--- config.mk ---
export PLATFORM = sky130hd
export DESIGN_NAME = wb_ctrl
export DESIGN_NICKNAME = d
export VERILOG_FILES = /design/src/rtl/rv_pkg.sv /design/src/rtl/tag_fifo.sv /design/src/rtl/wb_ctrl.sv
export SDC_FILE = /design/constraint.sdc
export NUM_CORES = 1
export LEC_CHECK = 0
export ABC_AREA = 1
export ABC_CLOCK_PERIOD_IN_PS = 3150
export BUFFER_PORTS_ARGS = -buffer_cell sky130_fd_sc_hd__clkbuf_2
export CAP_MARGIN = 20
export CORE_MARGIN = 1
export CORE_UTILIZATION = 30
export CTS_BUF_LIST = sky130_fd_sc_hd__clkbuf_4 sky130_fd_sc_hd__clkbuf_8 sky130_fd_sc_hd__clkbuf_16
export DETAILED_ROUTE_END_ITERATION = 10
export PLACE_DENSITY = 0.59
export SYNTH_ARGS = -nofsm -noshare
export SYNTH_HDL_FRONTEND = slang
export SYNTH_SLANG_ARGS = --single-unit
--- constraint.sdc ---
create_clock -name i_clk -period 3.15 [get_ports i_clk]
set_input_delay 0.7875 -clock i_clk [delete_from_list [all_inputs] [get_ports i_clk]]
set_output_delay 0.7875 -clock i_clk [all_outputs]
set_load 0.02 [all_outputs]
--- src/rtl/rv_pkg.sv ---
// Shared register-file writeback types and constants.
package rv_pkg;

    localparam int DATA_W   = 32;
    localparam int ADDR_W   = 5;
    localparam int NUM_REGS = 32;

    // One register-file write: destination register plus data.
    typedef struct packed {
        logic [ADDR_W-1:0] rd;
        logic [DATA_W-1:0] data;
    } wb_req_t;

    // Source feeding the write port in a given cycle.
    typedef enum logic [1:0] {
        SRC_NONE = 2'd0,
        SRC_ALU  = 2'd1,
        SRC_HOLD = 2'd2,
        SRC_LOAD = 2'd3
    } wb_src_t;

endpackage

--- src/rtl/tag_fifo.sv ---
// In-order FIFO of outstanding load destination registers.
// Pointers wrap naturally because DEPTH is a power of two.
module tag_fifo #(
    parameter int DEPTH = 4,
    parameter int WIDTH = 5,
    localparam int PTR_W = $clog2(DEPTH),
    localparam int CNT_W = PTR_W + 1
) (
    input  logic             i_clk,
    input  logic             i_reset,
    input  logic             i_push,
    input  logic             i_pop,
    input  logic [WIDTH-1:0] i_wdata,
    output logic [WIDTH-1:0] o_rdata,
    output logic [CNT_W-1:0] o_count,
    output logic             o_full,
    output logic             o_empty
);

    logic [WIDTH-1:0] r_mem [DEPTH];
    logic [PTR_W-1:0] r_wptr;
    logic [PTR_W-1:0] r_rptr;
    logic [CNT_W-1:0] r_count;
    logic             w_push;
    logic             w_pop;

    assign o_full  = (r_count == CNT_W'(DEPTH));
    assign o_empty = (r_count == '0);
    assign o_count = r_count;
    assign o_rdata = r_mem[r_rptr];
    assign w_push  = i_push && !o_full;
    assign w_pop   = i_pop && !o_empty;

    // Storage array; contents are don't-care until pushed, so no reset.
    always_ff @(posedge i_clk) begin
        if (w_push) begin
            r_mem[r_wptr] <= i_wdata;
        end
    end

    // Pointers and occupancy count; simultaneous push and pop leave the count unchanged.
    always_ff @(posedge i_clk or negedge i_reset) begin
        if (!i_reset) begin
            r_wptr  <= '0;
            r_rptr  <= '0;
            r_count <= '0;
        end else begin
            if (w_push) begin
                r_wptr <= r_wptr + PTR_W'(1);
            end
            if (w_pop) begin
                r_rptr <= r_rptr + PTR_W'(1);
            end
            case ({w_push, w_pop})
                2'b10:   r_count <= r_count + CNT_W'(1);
                2'b01:   r_count <= r_count - CNT_W'(1);
                default: r_count <= r_count;
            endcase
        end
    end

endmodule

--- src/rtl/wb_ctrl.sv ---
// Writeback controller: merges ALU results and in-order load responses onto
// the single register-file write port and tracks pending loads per register.
module wb_ctrl #(
    parameter int DATA_W   = 32,
    parameter int ADDR_W   = 5,
    parameter int LD_DEPTH = 4
) (
    input  logic              i_clk,
    input  logic              i_reset,
    input  logic              i_alu_valid,
    input  logic [ADDR_W-1:0] i_alu_rd,
    input  logic [DATA_W-1:0] i_alu_data,
    input  logic              i_ld_issue,
    input  logic [ADDR_W-1:0] i_ld_rd,
    output logic              o_ld_ready,
    input  logic              i_ld_rsp_valid,
    input  logic [DATA_W-1:0] i_ld_rsp_data,
    output logic              o_ld_rsp_ready,
    input  logic [ADDR_W-1:0] i_chk_rs1,
    input  logic [ADDR_W-1:0] i_chk_rs2,
    input  logic [ADDR_W-1:0] i_chk_rd,
    output logic              o_hazard,
    output logic              o_rd_wren,
    output logic [ADDR_W-1:0] o_rd_addr,
    output logic [DATA_W-1:0] o_rd_data,
    output logic [31:0]       o_busy,
    output logic              o_err
);

    import rv_pkg::wb_req_t;
    import rv_pkg::wb_src_t;
    import rv_pkg::SRC_NONE;
    import rv_pkg::SRC_ALU;
    import rv_pkg::SRC_HOLD;
    import rv_pkg::SRC_LOAD;
    import rv_pkg::NUM_REGS;

    localparam int CNT_W = $clog2(LD_DEPTH) + 1;

    logic [NUM_REGS-1:0] r_busy;
    wb_req_t             r_hold;
    logic                r_hold_full;
    wb_req_t             r_wr;
    logic                r_wren;
    logic                r_err;

    logic [ADDR_W-1:0]   w_head_rd;
    logic [CNT_W-1:0]    w_count;
    logic                w_full;
    logic                w_empty;
    logic                w_ld_ready;
    logic                w_issue;
    logic                w_push;
    logic                w_rsp_acc;
    logic                w_pop;
    logic                w_orphan;
    logic                w_alu_clash;
    wb_req_t             w_paired;
    wb_src_t             w_src;
    wb_req_t             w_sel;
    logic                w_sel_valid;
    logic                w_retire;
    logic                w_hold_load;
    logic                w_hold_clear;
    logic [NUM_REGS-1:0] w_busy_set;
    logic [NUM_REGS-1:0] w_busy_clr;

    tag_fifo #(
        .DEPTH (LD_DEPTH),
        .WIDTH (ADDR_W)
    ) u_tag_fifo (
        .i_clk   (i_clk),
        .i_reset (i_reset),
        .i_push  (w_push),
        .i_pop   (w_pop),
        .i_wdata (i_ld_rd),
        .o_rdata (w_head_rd),
        .o_count (w_count),
        .o_full  (w_full),
        .o_empty (w_empty)
    );

    // A nonzero rd may have only one load in flight, so a pending bit blocks reissue.
    assign w_ld_ready  = (int'(w_count) < LD_DEPTH) &&
                         !((i_ld_rd != '0) && r_busy[i_ld_rd]);
    assign w_issue     = i_ld_issue && w_ld_ready;
    assign w_push      = w_issue && !w_full;
    assign w_rsp_acc   = i_ld_rsp_valid && !r_hold_full;
    assign w_pop       = w_rsp_acc && !w_empty;
    assign w_orphan    = w_rsp_acc && w_empty;
    assign w_alu_clash = i_alu_valid && (i_alu_rd != '0) && r_busy[i_alu_rd];
    assign w_paired    = {w_head_rd, i_ld_rsp_data};

    assign o_ld_ready     = w_ld_ready;
    assign o_ld_rsp_ready = !r_hold_full;
    assign o_hazard       = ((i_chk_rs1 != '0) && r_busy[i_chk_rs1]) ||
                            ((i_chk_rs2 != '0) && r_busy[i_chk_rs2]) ||
                            ((i_chk_rd  != '0) && r_busy[i_chk_rd]);
    assign o_rd_wren      = r_wren;
    assign o_rd_addr      = r_wr.rd;
    assign o_rd_data      = r_wr.data;
    assign o_busy         = r_busy;
    assign o_err          = r_err;

    // Fixed-priority arbitration: ALU first, then the parked load, then a fresh response.
    always_comb begin
        w_src        = SRC_NONE;
        w_hold_load  = 1'b0;
        w_hold_clear = 1'b0;
        if (i_alu_valid) begin
            w_src       = SRC_ALU;
            w_hold_load = w_pop;
        end else if (r_hold_full) begin
            w_src        = SRC_HOLD;
            w_hold_clear = 1'b1;
            w_hold_load  = w_pop;
        end else if (w_pop) begin
            w_src = SRC_LOAD;
        end
    end

    // Select the write-port payload and note whether it retires a load.
    always_comb begin
        w_sel       = '0;
        w_sel_valid = 1'b0;
        w_retire    = 1'b0;
        case (w_src)
            SRC_ALU: begin
                w_sel       = {i_alu_rd, i_alu_data};
                w_sel_valid = 1'b1;
            end
            SRC_HOLD: begin
                w_sel       = r_hold;
                w_sel_valid = 1'b1;
                w_retire    = 1'b1;
            end
            SRC_LOAD: begin
                w_sel       = w_paired;
                w_sel_valid = 1'b1;
                w_retire    = 1'b1;
            end
            default: begin
                w_sel       = '0;
                w_sel_valid = 1'b0;
                w_retire    = 1'b0;
            end
        endcase
    end

    // Scoreboard set/clear masks; x0 is never marked pending.
    always_comb begin
        w_busy_set = '0;
        w_busy_clr = '0;
        if (w_push && (i_ld_rd != '0)) begin
            w_busy_set = NUM_REGS'(1) << i_ld_rd;
        end
        if (w_retire && (w_sel.rd != '0)) begin
            w_busy_clr = NUM_REGS'(1) << w_sel.rd;
        end
    end

    // Scoreboard: a bit clears in the same cycle its load write is selected.
    always_ff @(posedge i_clk or negedge i_reset) begin
        if (!i_reset) begin
            r_busy <= '0;
        end else begin
            r_busy <= (r_busy & ~w_busy_clr) | w_busy_set;
        end
    end

    // Hold register parks a load response that lost arbitration to the ALU.
    always_ff @(posedge i_clk or negedge i_reset) begin
        if (!i_reset) begin
            r_hold      <= '0;
            r_hold_full <= 1'b0;
        end else if (w_hold_load) begin
            r_hold      <= w_paired;
            r_hold_full <= 1'b1;
        end else if (w_hold_clear) begin
            r_hold_full <= 1'b0;
        end
    end

    // Registered write port; writes aimed at x0 are suppressed.
    always_ff @(posedge i_clk or negedge i_reset) begin
        if (!i_reset) begin
            r_wren <= 1'b0;
            r_wr   <= '0;
        end else begin
            r_wren <= w_sel_valid && (w_sel.rd != '0);
            if (w_sel_valid) begin
                r_wr <= w_sel;
            end
        end
    end

    // Sticky protocol error: orphan responses or ALU writes to a pending register.
    always_ff @(posedge i_clk or negedge i_reset) begin
        if (!i_reset) begin
            r_err <= 1'b0;
        end else if (w_orphan || w_alu_clash) begin
            r_err <= 1'b1;
        end
    end

endmodule

; Word level (Yosys, flattened, before mapping)
; Memories as Yosys holds them, arrays and structs flattened.
; Index checks and enable logic that the tools add are counted.
[word_totals]
register_bits = 116
word_cells = 95
memories = 1
ramBits = 20
input_bits = 94
output_inout_bits = 74
[op_classes]
n_reduce_logical = 35
order_cmp = 6
n_addsub = 4
n_mux = 27
n_shift = 2
eq_ne = 6
bitwise_logic = 3
[memory_table]
columns = memory, depth, word_bits, rd, rd_clocked_by_memory_dff, write_ports, line_no
row1 = u_tag_fifo.r_mem, 4, 5, 1, 0, 1, tag_fifo.sv:20  ; logic [WIDTH-1:0] r_mem [DEPTH];
[ops]
columns = op, n
row1 = 37-bit one-hot mux with 3 select lines, 1
row2 = 32-bit two-way mux, 2
row3 = "1-bit by 5-bit << shifter with 32-bit output, first input constant", 2
row4 = 32-bit bitwise AND, 1
row5 = 32-bit NOT, 1
row6 = 32-bit OR, 1
row7 = "5-bit by 6-bit less-than comparator with 1-bit output, second input constant", 5
row8 = 5-bit nonzero test, 6
row9 = 1-bit binary-select mux with 5-bit select, 5
row10 = 1-bit logical AND, 17
row11 = 1-bit two-way mux, 15
row12 = "2-bit equality test, second input constant", 3
row13 = 2-bit two-way mux, 3
row14 = 3-bit one-hot mux with 2 select lines, 1
row15 = "2-bit by 1-bit adder with 2-bit output, second input constant", 2
row16 = "2-bit by 1-bit equality test with 1-bit output, second input constant", 2
row17 = 1-bit logical NOT, 4
row18 = 2-bit nonzero test, 2
row19 = "3-bit by 1-bit adder with 3-bit output, second input constant", 1
row20 = "3-bit equality test, second input constant", 1
row21 = 3-bit logical NOT, 1
row22 = 1-bit logical OR, 3
row23 = "3-bit less-than comparator, second input constant", 1
row24 = 3-bit OR reduction, 1
row25 = other kinds (2), 2

; Longest topological paths before layout
[logic_depth]
depth_word = 14
ltp_mapped = 18
depth_no_buf = 17

; Modules after synthesis
; Synthesis repeated with hierarchy kept, for this count alone.
[unflattened]
hier_cells = 1085
area_unflattened_um2 = 7956.4
[modules_own_cells]
columns = mod, seq_area_each_um2, area_per_inst_um2, cells_each, instances
row1 = wb_ctrl, 2727.6, 6672.6, 966, 1
row2 = tag_fifo, 775.7, 1283.7, 119, 1

; Worst setup path after synthesis
; OpenSTA, ideal clock, no wires.
[synth_path]
path_kind = input to register
start = input i_ld_rd[1]
end = register u_tag_fifo.r_count[2] (netlist: u_tag_fifo.o_count[2])
required_time_ns = 3.019
path_buffers = 2
arrival_time_ns = 2.782
cell_stages = 16
slack_ns = 0.237
setup_time_ns = 0.131
path_cell_list = buf_4 -> inv_2 -> buf_4 -> nor2_2 -> nand2_1 -> nand3b_1 -> nand3_1 -> a21oi_1 -> nor2_4 -> nand2_2 -> ha_1 -> inv_1 -> fa_1 -> a21oi_1 -> o21ai_0 -> xor2_1
[synth_via]
elab_chain_len = 10
word_cells_on_any_way = 13
classes_between = 2 x eq/ne / 3 x mux / 8 x reduce/logical
[synth_rtl]
columns = item, line_no
row1 = from (decl), wb_ctrl.sv:14  ; input logic [ADDR_W-1:0] i_ld_rd,
row2 = 1-bit binary-select mux with 5-bit select, wb_ctrl.sv:85  ; !((i_ld_rd != '0) && r_busy[i_ld_rd]);
row3 = 1-bit two-way mux (implied by the code), wb_ctrl.sv:85
row4 = 1-bit logical AND *, wb_ctrl.sv:85
row5 = 1-bit logical NOT *, wb_ctrl.sv:85
row6 = 1-bit logical AND *, wb_ctrl.sv:84  ; assign w_ld_ready = (int'(w_count) < LD_DEPTH) &&
row7 = 1-bit logical AND *, wb_ctrl.sv:86  ; assign w_issue = i_ld_issue && w_ld_ready;
row8 = 1-bit logical AND *, wb_ctrl.sv:87  ; assign w_push = w_issue && !w_full;
row9 = 1-bit logical AND *, tag_fifo.sv:31  ; assign w_push = i_push && !o_full;
row10 = 2-bit by 1-bit equality test with 1-bit output or 2-bit equality test (tied branches), tag_fifo.sv:54  ; case ({w_push, w_pop})
row11 = 3-bit one-hot mux with 2 select lines or 2-bit nonzero test (tied branches), --
row12 = to (signal assigned), tag_fifo.sv:55  ; 2'b10: r_count <= r_count + CNT_W'(1);
row13 = to (signal assigned), tag_fifo.sv:56  ; 2'b01: r_count <= r_count - CNT_W'(1);
row14 = to (signal assigned), tag_fifo.sv:57  ; default: r_count <= r_count;
row15 = to (decl), tag_fifo.sv:23  ; logic [CNT_W-1:0] r_count;
; Every way passes the cells marked *; elsewhere a longest branch is shown, timed or not. The select of a mux whose other input is x is not followed.
; A chain may end at the register's enable or synchronous reset.

; Worst setup path in the final report
[layout_path]
start = input i_ld_rd[0]
end = output o_ld_ready
[layout_via]
elab_chain_len = 5
word_cells_on_any_way = 6
classes_between = 2 x mux / 4 x reduce/logical
[layout_rtl]
columns = item, line_no
row1 = 1-bit binary-select mux with 5-bit select, wb_ctrl.sv:85
row2 = 1-bit two-way mux (implied by the code), wb_ctrl.sv:85
row3 = 1-bit logical AND *, wb_ctrl.sv:85
row4 = 1-bit logical NOT *, wb_ctrl.sv:85
row5 = 1-bit logical AND *, wb_ctrl.sv:84
row6 = to (decl), wb_ctrl.sv:15  ; output logic o_ld_ready,
; Marked as above.

==> impl_metrics.tcl <==
set metrics [dict create \
    synth_cell_type_count 41 \
    yosysSeqAreaShare_pct 44.20 \
    min_period_ps 3025 \
    htreeDepth 4 \
    grt_start_max_net_pins 51 \
    cp-end-kind "output pin" \
    routed-via-count 8139 \
    finalSetupViolCount 0 \
    grt_pass1_wl_um 42350 \
    portBuffers 167 \
    worst_skew_pair.late_latency_ps 430 \
    route.detailed.drc 0 \
    slew_headroom_pct 46.81 \
    finalWirelength_um 27120 \
    grt_pass1_vias 7453 \
    grt_antenna_before_repair 0 \
    syn_avg_cell_area_um2 7.373 \
    n_antenna_cell 0 \
    p_leak_nw 4.699 \
    power.density_nw_per_um2 828.1 \
    maxCapViolCount 0 \
    clk_pin_slew_ps 70 \
    cp_max_fo 9 \
    instances_no_fill 1583 \
    start_kind "primary input" \
    drt_iter0_markers 655 \
    detail_route.first_pass.iterations 5 \
    grt-ovfl-total 0 \
    required_ps 2360 \
    yosysWarnings 0 \
    vias_per_cell 5.142 \
    die-area_um2 27080 \
    synth-seq-cells 136 \
    hold_path_class "in -> async" \
    place_congestion 0.8866 \
    ant_nets 0 \
    synthesis.nets 1175 \
    met3_length_um 1892 \
    post-route-period-util_pct 96.03 \
    clock_path_buffers 2 \
    status "completed" \
    synth.area.top_cells "dfrtp_1 37%, nand2_1 16%, edfxtp_1 7.6%, o21ai_0 7.0%, inv_1 4.3%" \
    slew_viol_final 0 \
    nets 1335 \
    skew_ps 12.25 \
    wire_per_inst_um 17.13 \
    die_w_um 164.5 \
    netlist_instances 1075 \
    dr_wl_met2_um 12270 \
    place_inst 1550 \
    fmax_mhz 330.6 \
    core.rowCount 59 \
    synth_top_cell_area_share_pct 36.62 \
    cts_made_buffers 17 \
    drive_above_1_share_pct 21.23 \
    cts_root_buffer "clkbuf_16" \
    worstSetupPathType "in -> out" \
    initial_core_util_pct 30.50 \
    die_y_um 164.5 \
    cts_tree "yes" \
    ir_drop_v 0.0003911 \
    grt_usage_pct 20.52 \
    netlist_area_um2 7926 \
    tns_ps 0 \
    boundaryPins 168 \
    areaGrowthSynthToFinish_pct 23.68 \
    met1_length_um 12200 \
    worst-endpoint-arrival_ps 2240 \
    rsz0062_at_grt "no" \
    cts_sinks 136 \
    top_layer_used "met4" \
    worstMarginPinSlew_ps 794.8 \
    core_um2 25980 \
    place_hpwl_um 19300 \
    synth_area_leader_cell "dfrtp_1" \
    hold_viol 0 \
]
area by class of cell:
cell class	instances	area (um^2)
clock buffer	17	425.4
clock inverter	15	181.4
fill	2735	16180
inverter	101	384.1
multi-input combinational	774	3741
sequential	136	3503
tap	335	419.2
timing repair buffer	205	1149
state kept, by name, indices dropped and copies added, names as in the netlist:
signal / count
r_hold: 37
o_busy: 32
o_rd_data: 32
u_tag_fifo.r_mem: 20
o_rd_addr: 5
u_tag_fifo.o_count: 3
u_tag_fifo.r_rptr: 2
u_tag_fifo.r_wptr: 2
o_err: 1
o_rd_wren: 1
r_hold_full: 1
final timing paths:
check / from / to / slack (ps) / cells past startpoint
max: i_ld_rd[0] / o_ld_ready / 120 / 11
min: i_reset / o_rd_data[21] / 370 / 1
max reg2reg: u_tag_fifo.r_rptr[0] / o_busy[3] / 700 / 10
min reg2reg: r_hold[23] / r_hold[23] / 470 / 2
max in group asynchronous: i_reset / o_busy[28] / 1950 / 2
min in group i_clk: r_hold[23] / r_hold[23] / 470 / 2
layout by cell type, fill, tap and decap left out, types with 6 or more instances in the layout:
cell type,Yosys,routed
nand3_1,54,54
nor2_1,71,70
nand4_1,54,54
dfrtp_1,116,116
o21ai_0,111,111
o2111ai_1,26,26
clkbuf_16,0,17
o22ai_1,6,6
inv_2,8,7
a21oi_1,41,41
buf_4,8,37
edfxtp_1,20,20
nand2_1,339,339
inv_1,91,91
o211ai_1,10,10
o21ai_1,23,23
clkbuf_2,0,166
metal layers:
layer | global-route usage (%) | vias to the layer above
li1 | - | 3922
met1 | 28.89 | 3847
met5 | 0 | -
met2 | 31.17 | 322
met3 | 3.616 | 48
met4 | 7.882 | 0
worst max-delay path: stages:
cell	delay (ps)
clkbuf_2	220
buf_4	200
nand2_1	60
nand2_1	70
nand2_1	60
nand3_1	100
nand3_1	80
a21oi_1	250
nor2_4	80
buf_4	140
clkbuf_2	170
per-stage QoR:
stage                     power (mW)  hold slack, ps  cell area (um^2)  utilization (%)  setup WS [ps]
after CTS                      8.143           395.7              9793            37.69          103.9
after global routing           8.661           407.7              9803            37.73          16.86
after floorplan                4.732           442.2              7926                -          237.1
final                          8.118           373.5              9803            37.73          125.0
after detailed placement       6.066           458.6              9186            35.35          79.94
after global placement         6.038           455.1              9186            35.35          90.04
Yosys cell counts:
| master | count |
|---|---|
| nand2_1 | 339 |
| dfrtp_1 | 116 |
| o21ai_0 | 111 |
| inv_1 | 91 |
| nor2_1 | 71 |
| nand3_1 | 54 |
| nand4_1 | 54 |
| a21oi_1 | 41 |
| clkbuf_1 | 39 |
| o2111ai_1 | 26 |
| o21ai_1 | 23 |
| edfxtp_1 | 20 |
| buf_2 | 12 |
| o211ai_1 | 10 |
| buf_4 | 8 |
| inv_2 | 8 |
| o22ai_1 | 6 |
| ha_1 | 5 |
| nand2_2 | 5 |
| buf_6 | 3 |
| nor2_2 | 3 |
| nor2_4 | 3 |
| o31ai_1 | 3 |
| buf_1 | 2 |
| nand2_4 | 2 |
| nand3b_1 | 2 |
| nor3_1 | 2 |
| or2_0 | 2 |
| xor2_1 | 2 |
| a41oi_1 | 1 |
| clkinv_1 | 1 |
| fa_1 | 1 |
| inv_4 | 1 |
| nand3_2 | 1 |
| nand3_4 | 1 |
| nor3_4 | 1 |
| o21ai_2 | 1 |
| o21ai_4 | 1 |
| o221ai_1 | 1 |
| o2bb2ai_1 | 1 |
| xnor2_1 | 1 |
cell families (layout without fill, tap and decap cells):
group | after synthesis | in the layout | share of synthesized area [%]
AND/OR/NAND/NOR | 540 | 540 | 29.46
AO/OA/AOI/OAI | 225 | 225 | 16.27
buffers and inverters | 165 | 338 | 8.698
flip-flops | 136 | 136 | 44.20
adder cells (fa/ha/maj) | 6 | 6 | 1.042
XOR/XNOR | 3 | 3 | 0.3316
power breakdown:
part	switching, mW	internal (mW)
Sequential	0.618	2.37
Combinational	2.09	0.982
Clock	0.919	1.14
Total	3.62	4.49
timing repair:
action,in CTS,in global routing
setup buffers,0,0
endpoints found under the setup margin,0,1
resized for setup,0,1
hold buffers,0,0
No activity file was read; power rests on OpenSTA's default activity.
